**src/rtl/riscv_pkg.sv**
```systemverilog
// Shared RISC-V register file constants and the register address type.
package riscv_pkg;
  localparam int XLEN = 32;
  localparam int ADDR = 5;
  typedef logic [ADDR-1:0] regaddr_t;
endpackage

```
**src/rtl/register_file_if.sv**
```systemverilog
// Read/write bundle between decode/writeback and the register array.
interface register_file_if #(
  parameter int XLEN = riscv_pkg::XLEN,
  parameter int ADDR = riscv_pkg::ADDR
) ();
  logic [ADDR-1:0] rs1_addr;
  logic [ADDR-1:0] rs2_addr;
  logic [XLEN-1:0] data_out_rs1;
  logic [XLEN-1:0] data_out_rs2;
  logic            write_en;
  logic [ADDR-1:0] rd_addr;
  logic [XLEN-1:0] rd_data;

  modport register_file (
    input  rs1_addr, rs2_addr, write_en, rd_addr, rd_data,
    output data_out_rs1, data_out_rs2
  );
endinterface

```
**src/rtl/regfile_scoreboard.sv**
```systemverilog
// Pending-write scoreboard: one bit per register, set on issue, cleared on
// writeback, wiped by flush. REGFILE_BYPASS_EN hides a bit being written back.
module regfile_scoreboard #(
  parameter int ADDR = riscv_pkg::ADDR
) (
  input  logic            clk,
  input  logic            rst_n,
  input  logic            issue_en,
  input  logic [ADDR-1:0] issue_rd,
  input  logic            write_en,
  input  logic [ADDR-1:0] rd_addr,
  input  logic            flush,
  input  logic [ADDR-1:0] rs1_addr,
  input  logic [ADDR-1:0] rs2_addr,
  output logic            rs1_busy,
  output logic            rs2_busy
);
  localparam int NREG = 2 ** ADDR;

  logic [NREG-1:0] r_pending;
  logic [NREG-1:0] w_pending_nxt;

  // Clear first, then set, so a same-cycle reissue keeps the newer producer
  // outstanding; flush overrides both.
  always_comb begin
    w_pending_nxt = r_pending;
    if (write_en) w_pending_nxt[rd_addr] = 1'b0;
    if (issue_en) w_pending_nxt[issue_rd] = 1'b1;
    if (flush) w_pending_nxt = '0;
    w_pending_nxt[0] = 1'b0;
  end

  always_ff @(posedge clk or negedge rst_n) begin
    if (!rst_n) r_pending <= '0;
    else        r_pending <= w_pending_nxt;
  end

`ifdef REGFILE_BYPASS_EN
  logic w_hit1, w_hit2, w_iss1, w_iss2;
  assign w_hit1 = write_en && (rd_addr != '0) && (rd_addr == rs1_addr);
  assign w_hit2 = write_en && (rd_addr != '0) && (rd_addr == rs2_addr);
  assign w_iss1 = issue_en && (issue_rd == rs1_addr);
  assign w_iss2 = issue_en && (issue_rd == rs2_addr);
  assign rs1_busy = r_pending[rs1_addr] && !(w_hit1 && !w_iss1);
  assign rs2_busy = r_pending[rs2_addr] && !(w_hit2 && !w_iss2);
`else
  assign rs1_busy = r_pending[rs1_addr];
  assign rs2_busy = r_pending[rs2_addr];
`endif
endmodule

```
**src/rtl/riscv_regfile_array.sv**
```systemverilog
// Register storage: synchronous write, combinational read, x0 hardwired to zero.
// REGFILE_BYPASS_EN forwards same-cycle writeback data to the read ports.
module riscv_regfile_array #(
  parameter int XLEN = riscv_pkg::XLEN,
  parameter int ADDR = riscv_pkg::ADDR
) (
  input  logic                  clk,
  input  logic                  rst_n,
  register_file_if.register_file rf
);
  localparam int NREG = 2 ** ADDR;

  logic [XLEN-1:0] r_regs [NREG];
  logic            w_wr_valid;

  assign w_wr_valid = rf.write_en && (rf.rd_addr != '0);

  always_ff @(posedge clk or negedge rst_n) begin
    if (!rst_n) begin
      for (int i = 0; i < NREG; i++) r_regs[i] <= '0;
    end else if (w_wr_valid) begin
      r_regs[rf.rd_addr] <= rf.rd_data;
    end
  end

  always_comb begin
    rf.data_out_rs1 = (rf.rs1_addr == '0) ? '0 : r_regs[rf.rs1_addr];
    rf.data_out_rs2 = (rf.rs2_addr == '0) ? '0 : r_regs[rf.rs2_addr];
`ifdef REGFILE_BYPASS_EN
    if (w_wr_valid && (rf.rd_addr == rf.rs1_addr)) rf.data_out_rs1 = rf.rd_data;
    if (w_wr_valid && (rf.rd_addr == rf.rs2_addr)) rf.data_out_rs2 = rf.rd_data;
`endif
  end
endmodule

```
**src/rtl/riscv_regfile.sv**
```systemverilog
// RISC-V integer register file with pending-write scoreboard.
// Optional same-cycle write forwarding: define REGFILE_BYPASS_EN.
module riscv_regfile
  import riscv_pkg::*;
#(
  parameter int XLEN = riscv_pkg::XLEN,
  parameter int ADDR = riscv_pkg::ADDR
) (
  input  logic            clk,
  input  logic            rst_n,
  input  logic [ADDR-1:0] rs1_addr,
  input  logic [ADDR-1:0] rs2_addr,
  output logic [XLEN-1:0] data_out_rs1,
  output logic [XLEN-1:0] data_out_rs2,
  input  logic            write_en,
  input  logic [ADDR-1:0] rd_addr,
  input  logic [XLEN-1:0] rd_data,
  input  logic            issue_en,
  input  logic [ADDR-1:0] issue_rd,
  input  logic            flush,
  output logic            rs1_busy,
  output logic            rs2_busy
);
  register_file_if #(.XLEN(XLEN), .ADDR(ADDR)) w_rf_if ();

  assign w_rf_if.rs1_addr = rs1_addr;
  assign w_rf_if.rs2_addr = rs2_addr;
  assign w_rf_if.write_en = write_en;
  assign w_rf_if.rd_addr  = rd_addr;
  assign w_rf_if.rd_data  = rd_data;
  assign data_out_rs1     = w_rf_if.data_out_rs1;
  assign data_out_rs2     = w_rf_if.data_out_rs2;

  riscv_regfile_array #(.XLEN(XLEN), .ADDR(ADDR)) u_array (
    .clk   (clk),
    .rst_n (rst_n),
    .rf    (w_rf_if)
  );

  regfile_scoreboard #(.ADDR(ADDR)) u_scoreboard (
    .clk      (clk),
    .rst_n    (rst_n),
    .issue_en (issue_en),
    .issue_rd (issue_rd),
    .write_en (write_en),
    .rd_addr  (rd_addr),
    .flush    (flush),
    .rs1_addr (rs1_addr),
    .rs2_addr (rs2_addr),
    .rs1_busy (rs1_busy),
    .rs2_busy (rs2_busy)
  );
endmodule
```
**config.mk**
```make
export PLATFORM = sky130hd
export DESIGN_NAME = riscv_regfile
export DESIGN_NICKNAME = d
export VERILOG_FILES = /design/src/rtl/riscv_pkg.sv /design/src/rtl/register_file_if.sv /design/src/rtl/regfile_scoreboard.sv /design/src/rtl/riscv_regfile_array.sv /design/src/rtl/riscv_regfile.sv
export SDC_FILE = /design/constraint.sdc
export NUM_CORES = 2
export LEC_CHECK = 0
export CORE_ASPECT_RATIO = 0.9
export CORE_MARGIN = 3
export CORE_UTILIZATION = 57
export CTS_CLUSTER_SIZE = 16
export DETAILED_ROUTE_END_ITERATION = 10
export GPL_ROUTABILITY_DRIVEN = 0
export PLACE_DENSITY = 0.76
export SLEW_MARGIN = 10
export SYNTH_ARGS = -nofsm -noshare
export SYNTH_HDL_FRONTEND = slang
export SYNTH_SLANG_ARGS = --single-unit
```
**constraint.sdc**
```tcl
create_clock -name clk -period 5.3 [get_ports clk]
set_clock_uncertainty 0.2 [all_clocks]
set_input_delay 0.795 -clock clk [delete_from_list [all_inputs] [get_ports clk]]
set_output_delay 0.795 -clock clk [all_outputs]
set_load 0.01 [all_outputs]
```
==> reports/metrics.cfg <==
[grt]
grt_max_degree=136
antenna_found_initial=7
use_met2=0.507
busiest_layer=met2
grt_pass1_wl_um=256000
track_usage=0.344
overflow=0
grt_pass1_vias=37600
grt.met3_usage=0.0974
use_met1=0.484

[finish]
layout-drive-gt1-share=0.497
layout_common_cells=dfrtp_1, mux2_2, mux4_2
layout_commonest_cell=dfrtp_1
final_nets=3766
area_growth_pct=11.3

[floorplan]
rows=108
start_util=0.577
die-width_um=336
io_pins=123
coreArea_sq_um=96900
die_h_um=303
dieArea_sq_um=102000

[timing]
rsz0062_at_grt=false
setup_ws_ps=610
min_period_ps=4690
worst_pin_slew_ps=1260
period_share=0.885
relSlewSlack=0.158
max_freq_ghz=0.213
hold_viol=0
slew_violations=0
setup_viol_count_final=0
fin_tns_setup_ps=0

[clock_tree]
cts_resized=0
clk_latency_ps=680
numCtsBuffers=106
clockRootBuffer=clkbuf_16
cts_htree_levels=3
path_clk_slew_ps=60
clock_sinks=1055
clockBufferDepth=3
cts_tree=done

[place]
port_buffers=122
dpl_worst_slack_ps=648
dpl.hpwl_um=99400

[yosys]
postSynthCellCount=3774
yosys_warnings=0
synthesis.area_sq_um=56000
syn_nets=3831
synth_cell_types=33
ys_ff_latch=1055
synth_top_area_frac=0.472
avgSynthCellArea_sq_um=14.8
ys_seq_area_frac=0.472
yosysTopAreaCell=dfrtp_1
ys_top_cells_by_area=dfrtp_1, mux2_2, mux4_2

[setup_path]
crit_buf_inv=3
r2r_slack_ps=4270
cpPeakStageDelay_ps=580
worstPathRequired_ps=4300
critPathTopFamily=buffers and inverters
critPathKind=in2out
regToRegStartpoint=u_scoreboard.r_pending[9]$_DFF_PN0_
path_max_fanout=70
worst-r2r-cell-count=2
end_kind=output pin
crit_arrival_ps=3690
r2r_end=u_scoreboard.r_pending[9]$_DFF_PN0_
path_cells=buf_8 > buf_12 > mux4_2 > mux2_2 > o21ai_0 > a311oi_1 > clkdlybuf4s50_1
start_kind=primary input
slowest_stage=clkdlybuf4s50_1

[route]
ant_nets=0
first_pass_iters=6
vias=37300
drc=0
drt_wl_total_um=174000
drt_iter0_markers=4607
avgViaCountPerCell=7.38
wl_per_cell_um=34.3

[power_and_ir_drop]
p_clk_frac=0.335
powerDensity_nw_per_um2=371
p_total_mw=23.1
intPower_mw=16.9
power_leakage_nw=26.6
ir_drop_mv=0.245
p_comb_frac=0.203
seqPwrFrac=0.463
switching_share=0.270
switchingPower_mw=6.22

[hold_path]
hold_depth=0
hp-class=reg2reg
hp-start=u_array.r_regs[1011]$_DFFE_PN0P_
worst_hold_path.endpoint=u_array.r_regs[1011]$_DFFE_PN0P_

[flow_run]
max_cap_viol_count=0

[status]
outcome=finished clean

## flip-flops by register name, summed over array words and instances (netlist names)
register	count
u_array.r_regs	1024
u_scoreboard.r_pending	31
## worst max path at each step
stage,start,end,slack (ps),cells past startpoint
after detailed placement,rs1_addr[2],data_out_rs1[12],650,7
after floorplan,rs2_addr[1],rs2_busy,1890,6
after global routing,rs1_addr[2],data_out_rs1[12],560,7
final,rs1_addr[2],data_out_rs1[2],610,7
after CTS,rs1_addr[2],data_out_rs1[12],630,7
after global placement,rs1_addr[2],data_out_rs1[12],650,7
## power groups by stage
stage          Combinational, mW  Clock (mW)  Sequential, mW
2_1_floorplan               3.48           0            10.3
3_3_place_gp                4.52           0            10.6
3_5_place_dp                4.63           0            10.7
4_1_cts                     4.66        7.79            10.6
5_1_grt                     4.98        8.10            10.8
6_report                    4.68        7.73            10.7
## area by class of cell
cell class | instances | area [sq um]
diodes | 3 | 7.51
clock buffers | 156 | 3150
clock inverters | 32 | 389
fillers | 6815 | 34600
inverters | 2 | 12.5
multi-input cells | 2280 | 28000
flip-flops and latches | 1055 | 26400
well taps | 1265 | 1580
repair buffers | 264 | 2760
## routing by layer
layer,up-vias,wire (um)
li1,14500,-
met1,19900,68100
met2,2326,77800
met3,534,19600
met4,2,8160
met5,-,13
## logic make-up (layout without fill, tap and decap cells)
family	Yosys count	in the layout	share of synthesized area
AOI/OAI and AO/OA	415	415	0.0522
muxes	1654	1654	0.424
and+or+nand+nor	211	211	0.0191
buffers and inverters	439	454	0.0330
other	0	3	0
DFF	1055	1055	0.472
## synth_stat cells, drive strengths merged
cell type     n
a221oi       46
and2          2
o2111ai      18
nand2b        2
nand3b        5
and3b         4
buf         181
nor3          2
clkbuf      256
inv           2
mux4        466
or2           2
o2bb2ai       2
a22oi        79
nand2        70
or4           2
nand3         2
a211oi       64
and3          3
or3b          1
mux2       1058
nor2         40
a311oi       64
a21oi        16
nor2b        68
mux2i       130
o21ai       126
nor3b         8
dfrtp      1055
## what timing repair did
action,CTS,global route
setup buffers,0,0
endpoints found under the hold margin,55,0
hold buffers,1,0
## through the flow
step	cell area, sq um	std cells	hold WS [ps]	util
2_1_floorplan	56000	3774	241	-
3_3_place_gp	58700	4865	177	0.606
3_5_place_dp	58700	4865	183	0.606
4_1_cts	62300	5054	198	0.643
5_1_grt	62300	5056	208	0.643
6_report	62300	5057	195	0.643
(Power assumes the default switching activity.)
